`config.mk`:
```
export PLATFORM = sky130hd
export DESIGN_NAME = logic_unit_arbiter
export DESIGN_NICKNAME = d
export VERILOG_FILES = /design/src/rtl/logic_unit_pkg.sv /design/src/rtl/logic_unit_arbiter_rr_grant.sv /design/src/rtl/logic_unit_arbiter.sv
export SDC_FILE = /design/constraint.sdc
export NUM_CORES = 1
export LEC_CHECK = 0
export CORE_MARGIN = 5
export CORE_UTILIZATION = 45
export CTS_CLUSTER_SIZE = 28
export DETAILED_ROUTE_END_ITERATION = 7
export GPL_TIMING_DRIVEN = 0
export HOLD_SLACK_MARGIN = 0.12
export PLACE_DENSITY_LB_ADDON = 0.08
export SETUP_SLACK_MARGIN = 0.4
export SYNTH_ARGS = -nofsm -noshare
export SYNTH_HDL_FRONTEND = slang
export SYNTH_SLANG_ARGS = --single-unit
export TNS_END_PERCENT = 1
```
`constraint.sdc`:
```
create_clock -name clk -period 7.7 [get_ports clk]
set_clock_uncertainty 0.05 [all_clocks]
set_input_delay 1.54 -clock clk [delete_from_list [all_inputs] [get_ports clk]]
set_output_delay 1.54 -clock clk [all_outputs]
set_load 0.02 [all_outputs]
```
`src/rtl/logic_unit_pkg.sv`:
```
// Shared definitions for the logic-unit arbiter: op codes, output-buffer state
// and the per-bit evaluation of the bitwise logic unit.
package logic_unit_pkg;

  localparam int OP_W = 3;

  localparam logic [OP_W-1:0] OP_AND  = 3'd0;
  localparam logic [OP_W-1:0] OP_NAND = 3'd1;
  localparam logic [OP_W-1:0] OP_OR   = 3'd2;
  localparam logic [OP_W-1:0] OP_NOR  = 3'd3;
  localparam logic [OP_W-1:0] OP_XOR  = 3'd4;
  localparam logic [OP_W-1:0] OP_XNOR = 3'd5;

  typedef enum logic {
    BUF_EMPTY = 1'b0,
    BUF_FULL  = 1'b1
  } buf_state_t;

  // Illegal op codes evaluate to 0 so the result word is forced to zero.
  function automatic logic lu_bit(input logic [OP_W-1:0] op, input logic a, input logic b);
    logic r;
    case (op)
      OP_AND:  r = a & b;
      OP_NAND: r = ~(a & b);
      OP_OR:   r = a | b;
      OP_NOR:  r = ~(a | b);
      OP_XOR:  r = a ^ b;
      OP_XNOR: r = ~(a ^ b);
      default: r = 1'b0;
    endcase
    return r;
  endfunction

  function automatic logic op_illegal(input logic [OP_W-1:0] op);
    return (op > OP_XNOR);
  endfunction

endpackage

```
`src/rtl/logic_unit_arbiter_rr_grant.sv`:
```
// Combinational round-robin grant: first set request at or after ptr wins,
// searching modulo NUM_REQ.
module rr_grant #(
  parameter int NUM_REQ = 4,
  parameter int IDX_W   = 2
) (
  input  logic [NUM_REQ-1:0] req,
  input  logic [IDX_W-1:0]   ptr,
  input  logic               en,
  output logic [NUM_REQ-1:0] grant,
  output logic [IDX_W-1:0]   idx,
  output logic               any
);

  always_comb begin
    int j;
    j     = 0;
    grant = '0;
    idx   = '0;
    any   = 1'b0;
    if (en) begin
      for (int k = 0; k < NUM_REQ; k++) begin
        j = (int'(ptr) + k) % NUM_REQ;
        if (!any && req[j]) begin
          any      = 1'b1;
          grant[j] = 1'b1;
          idx      = IDX_W'(j);
        end
      end
    end
  end

endmodule

```
`src/rtl/logic_unit_arbiter.sv`:
```
// Round-robin shared 32-bit bitwise logic unit with a one-entry registered output.
// Optional grant statistics counter enabled by LOGIC_UNIT_ARB_STATS_EN.
module logic_unit_arbiter
  import logic_unit_pkg::*;
#(
  parameter int NUM_REQ = 4,
  parameter int WIDTH   = 32,
  parameter int ID_W    = 2
) (
  input  logic                    clk,
  input  logic                    reset,
  input  logic [NUM_REQ-1:0]      req_valid,
  output logic [NUM_REQ-1:0]      req_ready,
  input  logic [NUM_REQ*WIDTH-1:0] req_a,
  input  logic [NUM_REQ*WIDTH-1:0] req_b,
  input  logic [NUM_REQ*OP_W-1:0] req_op,
  output logic                    rsp_valid,
  input  logic                    rsp_ready,
  output logic [WIDTH-1:0]        rsp_data,
  output logic [ID_W-1:0]         rsp_id,
  output logic                    rsp_zero,
  output logic                    rsp_err
`ifdef LOGIC_UNIT_ARB_STATS_EN
  ,
  output logic [15:0]             grant_count
`endif
);

  buf_state_t          state_p1;
  logic [ID_W-1:0]     ptr_p1;
  logic [WIDTH-1:0]    data_p1;
  logic [ID_W-1:0]     id_p1;
  logic                zero_p1;
  logic                err_p1;

  logic                can_accept_p0;
  logic [NUM_REQ-1:0]  grant_p0;
  logic [ID_W-1:0]     idx_p0;
  logic                any_p0;
  logic [WIDTH-1:0]    a_p0;
  logic [WIDTH-1:0]    b_p0;
  logic [OP_W-1:0]     op_p0;
  logic [WIDTH-1:0]    res_p0;
  logic                err_p0;
  logic [ID_W-1:0]     ptr_next_p0;

  // Stage p0: arbitration, operand select and logic evaluation
  assign can_accept_p0 = (state_p1 == BUF_EMPTY) || rsp_ready;

  rr_grant #(
    .NUM_REQ(NUM_REQ),
    .IDX_W  (ID_W)
  ) u_rr_grant (
    .req  (req_valid),
    .ptr  (ptr_p1),
    .en   (can_accept_p0 && !reset),
    .grant(grant_p0),
    .idx  (idx_p0),
    .any  (any_p0)
  );

  assign req_ready = grant_p0;

  always_comb begin
    a_p0  = '0;
    b_p0  = '0;
    op_p0 = '0;
    for (int i = 0; i < NUM_REQ; i++) begin
      if (grant_p0[i]) begin
        a_p0  = req_a[i*WIDTH +: WIDTH];
        b_p0  = req_b[i*WIDTH +: WIDTH];
        op_p0 = req_op[i*OP_W +: OP_W];
      end
    end
  end

  for (genvar k = 0; k < WIDTH; k++) begin : g_bit
    assign res_p0[k] = lu_bit(op_p0, a_p0[k], b_p0[k]);
  end

  assign err_p0      = op_illegal(op_p0);
  assign ptr_next_p0 = (idx_p0 == ID_W'(NUM_REQ - 1)) ? '0 : idx_p0 + 1'b1;

  // Stage p1: output buffer, state and round-robin pointer
  always_ff @(posedge clk or posedge reset) begin
    if (reset) begin
      state_p1 <= BUF_EMPTY;
      ptr_p1   <= '0;
      data_p1  <= '0;
      id_p1    <= '0;
      zero_p1  <= 1'b0;
      err_p1   <= 1'b0;
    end else if (any_p0) begin
      state_p1 <= BUF_FULL;
      ptr_p1   <= ptr_next_p0;
      data_p1  <= res_p0;
      id_p1    <= idx_p0;
      zero_p1  <= (res_p0 == '0);
      err_p1   <= err_p0;
    end else if (state_p1 == BUF_FULL && rsp_ready) begin
      state_p1 <= BUF_EMPTY;
    end
  end

  assign rsp_valid = (state_p1 == BUF_FULL);
  assign rsp_data  = data_p1;
  assign rsp_id    = id_p1;
  assign rsp_zero  = zero_p1;
  assign rsp_err   = err_p1;

`ifdef LOGIC_UNIT_ARB_STATS_EN
  function automatic logic [15:0] sat_inc16(input logic [15:0] v);
    return (v == 16'hFFFF) ? v : v + 16'd1;
  endfunction

  always_ff @(posedge clk or posedge reset) begin
    if (reset) begin
      grant_count <= '0;
    end else if (any_p0) begin
      grant_count <= sat_inc16(grant_count);
    end
  end
`endif

endmodule

```
==> results.md <==
- Status: finished clean
- WHS Endpoint: rsp_data[6]
- Die width: 128.8 um
- Crit path DAT: 5.41 ns
- Dpl cell area: 0.009736 mm2
- HP Class: register to register
- CTS sink cnt: 39
- Share of flip-flops with an asynchronous set or reset: 100.0%
- Main synth FF type: dfrtp_1
- Total wire length: 26.36 mm
- Global route overflow: 0
- R2R depth: 22
- CP max FO: 10
- Avg Cell Area, Syn: 7.479 um2
- Mean routed wirelength per cell: 19.51 um
- Critical Path Start Type: primary input
- Antenna violations before repair: 2
- Worst Path Required: 6.11 ns
- Synth Cell Area: 0.006350 mm2
- CTS resizes: 0
- Die H: 128.8 um
- CTS Buf Count: 5
- H-Tree Depth: 2
- Layout cells sized above 1: 3.248%
- Hold Path Depth: 2
- Worst-path clk slew: 0.05 ns
- Final Cell Area: 0.009882 mm2
- RSZ-0062 raised after global routing: no
- Iter 0 DRT Violations: 563
- Via count: 7,530
- Period utilisation layout: 90.93%
- EDFF count, synth: 0
- Final Setup Violations: 0
- Reg2reg start: ptr_p1[0]
- First-pass GRT wire length: 39.12 mm
- Clock buffer depth: 2
- Die Area: 0.01659 mm2
- R2R Setup Slk: 1.41 ns
- Remaining antenna violation count after routing: 0
- Setup TNS: 0 ns
- Syn nets: 1,195
- Number of global-route vias before repair: 7,305
- Core area: 0.01388 mm2
- I/O Pins: 316
- Worst setup EP type: output port
- Leakage power: 4.287 nW
- Hold path start: rsp_data[6]
- WHS: 0.4262 ns
- Worst-margin pin slew: 0.9806 ns
- Post-CTS Setup Inserts: 0
- TritonCTS clock tree: yes
- Row count: 43
- Fin crit period: 7.002 ns
- Root Buffer: clkbuf_16
- Clock latency at the later pin of the worst-skew pair: 0.28 ns
- Largest net degree at the start of global routing: 26
- PwrDens: 467.1 mW/mm2
- Syn-to-layout area delta: 55.63%
- Design Power: 0.004616 W
- Slew margin rel.: 34.38%
- Port Buffers: 313
- Worst setup path class: primary input to output port
- Final Net Count: 1,516
- Cts hold-fix bufs: 0
- Worst R2R End: rsp_zero
- Post-synthesis register bit count: 39
- Vias per cell: 5.574
- Fmax: 0.1428 GHz
- Mapped Cells: 849
- Maxcap violations: 0
- Router iterations before antenna repair: 5
- Number of synthesis warnings: 0
- All-Layer GR Usage: 29.91%
- Register area share after synthesis: 15.37%
- Number of remaining DRC errors: 0
- Initial Utilization: 45.75%
- Fin. Hold Viols: 0
- Max IR drop VDD: 0.0002389 V
- Netlist cell types: 56
- Placer Congestion: 0.9342
- DP HPWL: 22.36 mm
- Slew Limit Fails: 0
==> cell families after synthesis <==
kind of cell             count (synthesis)  synth area share (%)
AO/OA/AOI/OAI                          303                 33.26
AND/OR/NAND/NOR                        169                 11.74
buffers and inverters                  168                 10.90
XOR/XNOR                                74                 10.21
adder cells (fa/ha/maj)                 71                 13.99
flip-flops                              39                 15.37
multiplexers                            25                 4.532
==> cells in the mapped netlist (4+ instances only) <==
master | instances | share of area [%]
o22ai_1 | 14 | 1.4
a22oi_1 | 18 | 2.1
xor2_1 | 37 | 5.1
nand4_1 | 5 | 0.49
nand2b_1 | 5 | 0.49
buf_6 | 4 | 0.71
mux2i_1 | 22 | 3.5
inv_1 | 94 | 5.6
buf_4 | 5 | 0.59
clkbuf_1 | 52 | 3.1
nor2_1 | 15 | 0.89
ha_1 | 71 | 14
dfrtp_1 | 39 | 15
xnor2_1 | 37 | 5.1
o21ai_0 | 128 | 10
a221o_1 | 66 | 10
buf_2 | 10 | 0.79
nor4_1 | 4 | 0.39
nand2_1 | 115 | 6.8
o21a_1 | 35 | 4.1
or3_1 | 4 | 0.39
a21oi_1 | 17 | 1.3
==> per-stage QoR <==
| step | setup slack [ns] | util, % | std cells |
|---|---|---|---|
| global route | 0.4776 | 71.19 | 1351 |
| finish | 0.6984 | 71.19 | 1351 |
| global placement | 0.7996 | 69.94 | 1342 |
| CTS | 0.8255 | 71.17 | 1350 |
| floorplan | 2.371 | - | 849 |
| detailed placement | 0.7059 | 70.14 | 1343 |
==> critical path, cell delays in order <==
cell and delay, ns:
clkdlybuf4s50_1 0.42, clkbuf_1 0.22, or3_1 0.35, nor4_1 0.51
o31ai_1 0.31, nand2_1 0.18, and2_1 0.17, clkbuf_1 0.51
buf_1 0.47, clkdlybuf4s50_1 0.70
==> area by class of cell <==
cell class / instances / area (um2)
Antenna cell: 1 / 2.502
Timing Repair Buffer: 314 / 3161
Fill cell: 1162 / 3999
Inverter: 95 / 356.6
Multi-Input combinational cell: 642 / 4682
Buffer: 73 / 335.3
Clock buffer: 6 / 138.9
Tap cell: 180 / 225.2
Sequential cell: 39 / 975.9
Clock inverter: 1 / 5.005
==> state kept, by name, summed over array words and instances (netlist names) <==
name / flops
ptr_p1: 2
rsp_data: 32
rsp_err: 1
rsp_id: 2
rsp_valid: 1
rsp_zero: 1
==> layer usage <==
layer	vias to the layer above	global-route usage [%]	share of wire (%)
li1	3634	-	-
met1	3553	37.11	40
met2	298	51.74	49
met3	43	7.472	8.4
met4	2	7.844	2.6
met5	-	0	0.049
==> power breakdown <==
group          switching, W  internal (W)
combinational       0.00235       0.00172
sequential        0.0000552      0.000293
clock             0.0000727      0.000126
==> placed cells by master (no fill, tap or decap), types with 2 or more instances in the layout <==
| cell type | Yosys | routed |
|---|---|---|
| o21ai_0 | 128 | 128 |
| xnor2_1 | 37 | 37 |
| buf_2 | 10 | 10 |
| nand3b_1 | 3 | 3 |
| a221o_1 | 66 | 66 |
| a22o_1 | 2 | 2 |
| o22ai_1 | 14 | 14 |
| nor2_1 | 15 | 15 |
| dfrtp_1 | 39 | 39 |
| nand3_1 | 3 | 3 |
| buf_6 | 4 | 4 |
| or3_1 | 4 | 4 |
| o31ai_1 | 3 | 3 |
| buf_1 | 2 | 2 |
| and2_1 | 3 | 3 |
| xor2_1 | 37 | 37 |
| mux2i_1 | 22 | 22 |
| ha_1 | 71 | 71 |
| nor3_1 | 3 | 3 |
| nand2b_1 | 5 | 5 |
| a22oi_1 | 18 | 18 |
| nor2b_1 | 2 | 2 |
| o21a_1 | 35 | 35 |
| inv_1 | 94 | 94 |
| a21oi_1 | 17 | 17 |
| clkbuf_16 | 0 | 5 |
| buf_4 | 5 | 5 |
| a31oi_1 | 2 | 2 |
| mux4_2 | 3 | 3 |
| clkbuf_1 | 52 | 52 |
| clkdlybuf4s50_1 | 0 | 313 |
| nand2_1 | 115 | 115 |
| nand4_1 | 5 | 5 |
| nor4_1 | 4 | 4 |
| a21o_1 | 3 | 3 |
==> worst max path at each step <==
stage | slack (ns) | cells after the start | to | from
global placement | 0.80 | 20 | rsp_zero | req_valid[2]
global route | 0.48 | 10 | req_ready[1] | req_valid[2]
CTS | 0.83 | 10 | req_ready[1] | req_valid[2]
detailed placement | 0.71 | 20 | rsp_zero | req_valid[2]
floorplan | 2.37 | 18 | rsp_zero | req_valid[0]
finish | 0.70 | 10 | req_ready[1] | req_valid[2]
Note: power is estimated with default switching activity, not from simulation.
